==> config.mk <==
export PLATFORM = sky130hd
export DESIGN_NAME = majority
export DESIGN_NICKNAME = d
export VERILOG_FILES = /design/src/rtl/majority_pkg.sv /design/src/rtl/majority_bit.sv /design/src/rtl/majority.sv
export SDC_FILE = /design/constraint.sdc
export NUM_CORES = 1
export LEC_CHECK = 0
export BUFFER_PORTS_ARGS = -buffer_cell sky130_fd_sc_hd__buf_2
export CAP_MARGIN = 10
export CORE_AREA = 3 3 40 42
export DETAILED_ROUTE_END_ITERATION = 16
export DIE_AREA = 0 0 43 45
export GPL_TIMING_DRIVEN = 0
export SYNTH_ARGS = -nofsm -noshare
export SYNTH_HDL_FRONTEND = slang
export SYNTH_HIERARCHICAL = 1
export SYNTH_SLANG_ARGS = --single-unit
==> constraint.sdc <==
create_clock -name clk -period 0.8 [get_ports clk]
set_input_delay 0.08 -clock clk [delete_from_list [all_inputs] [get_ports clk]]
set_output_delay 0.08 -clock clk [all_outputs]
set_load 0.02 [all_outputs]
==> src/rtl/majority_pkg.sv <==
// Shared constants and types for the TMR majority voter.
// Lane indices, lane count and the per-lane flag vector type.
package majority_pkg;

  localparam int LANE_A    = 0;
  localparam int LANE_B    = 1;
  localparam int LANE_C    = 2;
  localparam int NUM_LANES = 3;

  typedef logic [NUM_LANES-1:0] lane_flags_t;

endpackage

==> src/rtl/majority_bit.sv <==
// 1-bit combinational 2-of-3 voter.
// Ports: a, b, c (lane bits), y (majority bit).
module majority_bit (
  input  logic a,
  input  logic b,
  input  logic c,
  output logic y
);

  assign y = (a & b) | (a & c) | (b & c);

endmodule

==> src/rtl/majority.sv <==
// TMR voter: combinational vote y, registered y_q/mismatch/bad_lane,
// optional saturating per-lane counters (MAJORITY_ERR_CNT_EN).
module majority
  import majority_pkg::*;
#(
  parameter int WIDTH = 1,
  parameter int CNT_W = 8
) (
  input  logic             clk,
  input  logic             rst_n,
  input  logic [WIDTH-1:0] a,
  input  logic [WIDTH-1:0] b,
  input  logic [WIDTH-1:0] c,
  output logic [WIDTH-1:0] y,
  output logic [WIDTH-1:0] y_q,
  output logic             mismatch,
  output logic [2:0]       bad_lane,
  input  logic             cnt_clr,
  output logic [CNT_W-1:0] cnt_a,
  output logic [CNT_W-1:0] cnt_b,
  output logic [CNT_W-1:0] cnt_c
);

  logic [WIDTH-1:0] lane [NUM_LANES];
  lane_flags_t      diff_d;
  logic [WIDTH-1:0] vote_q;
  logic             mis_q;
  lane_flags_t      bad_q;

  for (genvar i = 0; i < WIDTH; i++) begin : g_vote
    majority_bit u_bit (
      .a (a[i]),
      .b (b[i]),
      .c (c[i]),
      .y (y[i])
    );
  end

  assign lane[LANE_A] = a;
  assign lane[LANE_B] = b;
  assign lane[LANE_C] = c;

  for (genvar l = 0; l < NUM_LANES; l++) begin : g_diff
    assign diff_d[l] = |(lane[l] ^ y);
  end

  always_ff @(posedge clk or negedge rst_n) begin
    if (!rst_n) begin
      vote_q <= '0;
      mis_q  <= 1'b0;
      bad_q  <= '0;
    end else begin
      vote_q <= y;
      mis_q  <= |diff_d;
      bad_q  <= diff_d;
    end
  end

  assign y_q      = vote_q;
  assign mismatch = mis_q;
  assign bad_lane = bad_q;

`ifdef MAJORITY_ERR_CNT_EN
  for (genvar l = 0; l < NUM_LANES; l++) begin : g_cnt
    logic [CNT_W-1:0] cnt_q;
    logic [CNT_W-1:0] cnt_d;

    // Clear wins over increment; all-ones holds (saturates).
    always_comb begin
      cnt_d = cnt_q;
      if (cnt_clr) begin
        cnt_d = '0;
      end else if (diff_d[l] && (cnt_q != '1)) begin
        cnt_d = cnt_q + CNT_W'(1);
      end
    end

    always_ff @(posedge clk or negedge rst_n) begin
      if (!rst_n) begin
        cnt_q <= '0;
      end else begin
        cnt_q <= cnt_d;
      end
    end
  end

  assign cnt_a = g_cnt[LANE_A].cnt_q;
  assign cnt_b = g_cnt[LANE_B].cnt_q;
  assign cnt_c = g_cnt[LANE_C].cnt_q;
`else
  logic unused_cnt_clr;
  assign unused_cnt_clr = cnt_clr;
  assign cnt_a = '0;
  assign cnt_b = '0;
  assign cnt_c = '0;
`endif

endmodule

==> impl_metrics.ini <==
[finish]
nNetsFinal = 83
seq_area_um2 = 125.1
num_antenna_cells = 0
layout-drive-gt1-share = 0.5263
area_delta_synth_final_pct = 71.23
multi_input_area_um2 = 163.9
utilization = 0.4869
nFillCells = 122
design_area_um2 = 625.6

[placed_design]
io_buffers = 10
place_hpwl_um = 556.5
gp_congestion = 0.7415
dpl-instance-area_um2 = 529.3

[clock_tree]
numCtsBuffers = 3
cts_tree = done
clock-sinks = 5
clock_path_buffers = 2
clk_pin_slew_worst_paths_ps = 40
root_buffer = clkbuf_4
htreeDepth = 1

[sta]
rsz0062_at_grt = yes
postLayoutSetupSlackWorst_ps = -15.53
whs_ps = 79.47
slew_viol_final = 0
hold_viol = 0
finalCriticalPeriod_ps = 815.5
fmaxAchievable_mhz = 1226
finalCritPeriodShare = 1.019
finalSetupViolCount = 5

[critical_path]
crit_required_ps = 720
critPathKind = flip-flop to primary output
path_buf_inv = 1
cpPeakStageDelay_ps = 370
critPathTopFamily = flip-flops
crit_arrival_ps = 740
end_kind = primary output
path_cells = buf_6
startpoint_type = flip-flop
crit_slowest_cell = dfrtp_1
worstPathMaxFanout = 1

[route]
drt-total-wl_um = 641
viasPerCell = 2.967
drc = 0
drt_pass1_iterations = 1
routed-via-count = 270
ant_nets = 0
wl_per_cell_um = 7.044
dr.first_iter.drc_count = 0

[grt]
grtUsageTotal = 0.06600
grt_max_degree = 7
grt_remaining_overflow = 0
grt_pass1_wl_um = 876
antenna_found_initial = 0
grt_pass1_vias = 242

[synth]
synth_top_area_cell = buf_4
yosysSeqAreaShare = 0.3425
synth_top_area_share = 0.4932
synth_cells = 37
synth_top_cells_by_area = buf_4, dfrtp_1, xor2_1, maj3_2, and4_1
synth-seq-cells = 5
synthDistinctLibCells = 8
yosys_warnings = 6
syn_avg_cell_area_um2 = 9.874
synth_area_um2 = 365.4

[die]
num_rows = 13
initial_core_util = 0.2843
io_pins = 36
fp.dieW_um = 43
core_area_um2 = 1285
fp.dieH_um = 45
die_area_um2 = 1935

[power_and_ir_drop]
cellPowerDensity_nw_per_um2 = 1510
max-vdd-ir-drop_mv = 0.5473
p_leak_nw = 0.3663

[outcome]
failed_checks = negative setup slack
status = finished with violations

[worst_hold_path]
min_path_type = input port to flip-flop

[run]
drv_cap = 0
-- per-stage QoR --
step	setup TNS, ps	setup WS, ps	power, mW	instances
after detailed placement	-486.1	-140.6	0.6010	85
after CTS	-111.7	-31.41	0.9453	91
after global routing	-199.4	-47.28	0.9980	91
after global placement	-464.7	-132.8	0.5985	85
after floorplan	0	7.316	0.5456	60
final	-40.15	-15.53	0.9445	91
-- worst paths after layout --
path                           from     endpoint  slack, ps  cells after the start
min in group asynchronous     rst_n          y_q        180                      2
max in group asynchronous     rst_n  bad_lane[1]        490                      2
max                        mismatch     mismatch        -20                      1
min                               b  bad_lane[1]         80                      2
-- flip-flops by register name, indices dropped and copies added (netlist names) --
signal and cells:
bad_lane 3, mismatch 1, y_q 1
-- routing by layer --
layer / track usage / routed length, um
met3: 0.02789 / 108
met4: 0.07229 / 0
met2: 0.1138 / 344
met5: 0 / 0
met1: 0.05353 / 187
-- Yosys cell counts, drive strengths merged --
master and n:
xor2 3, nor2 1, buf 24, dfrtp 5, conb 1, maj3 1, and4 1, nor4 1
-- cell families (layout without fill, tap and decap cells) --
group                      count (synthesis)  in the layout  synth area share
buffers and inverters                     24             40            0.4931
and+or+nand+nor                            3              3           0.05138
DFF                                        5              5            0.3425
other                                      1             24           0.01026
xor gates and xnor gates                   3              3           0.07193
adders and majority gates                  1              1           0.03082
-- repair_timing --
action                                  CTS  global route
pin swaps                                 1             1
buffers inserted                          1             0
endpoints found under the hold margin     5             0
endpoints found under the setup margin    6             7
hold buffers                              1             0
gates resized for setup                  10             6
-- report_power, final --
group / switching, mW / internal, mW
combinational: 0.203 / 0.170
clock: 0.0929 / 0.188
sequential: 0.0109 / 0.280
total: 0.307 / 0.638
-- layout by cell type (no fill, tap or decap) --
master | synthesis | layout
conb_1 | 1 | 24
clkbuf_1 | 0 | 1
maj3_4 | 0 | 1
dlygate4sd3_1 | 0 | 1
buf_6 | 0 | 7
dfrtp_1 | 5 | 5
and4_1 | 1 | 1
nor2_1 | 1 | 1
nor4_4 | 0 | 1
xor2_1 | 3 | 3
buf_2 | 0 | 3
clkbuf_4 | 0 | 3
buf_4 | 24 | 25
-- final cells by class --
cell class | count | share of cell area
well taps | 15 | 0.03000
repair buffers | 12 | 0.1780
plain buffers | 24 | 0.2880
multi-input cells | 31 | 0.2620
flip-flops and latches | 5 | 0.2000
clock buffers | 4 | 0.04200
Note: power is estimated with default switching activity, not from simulation.
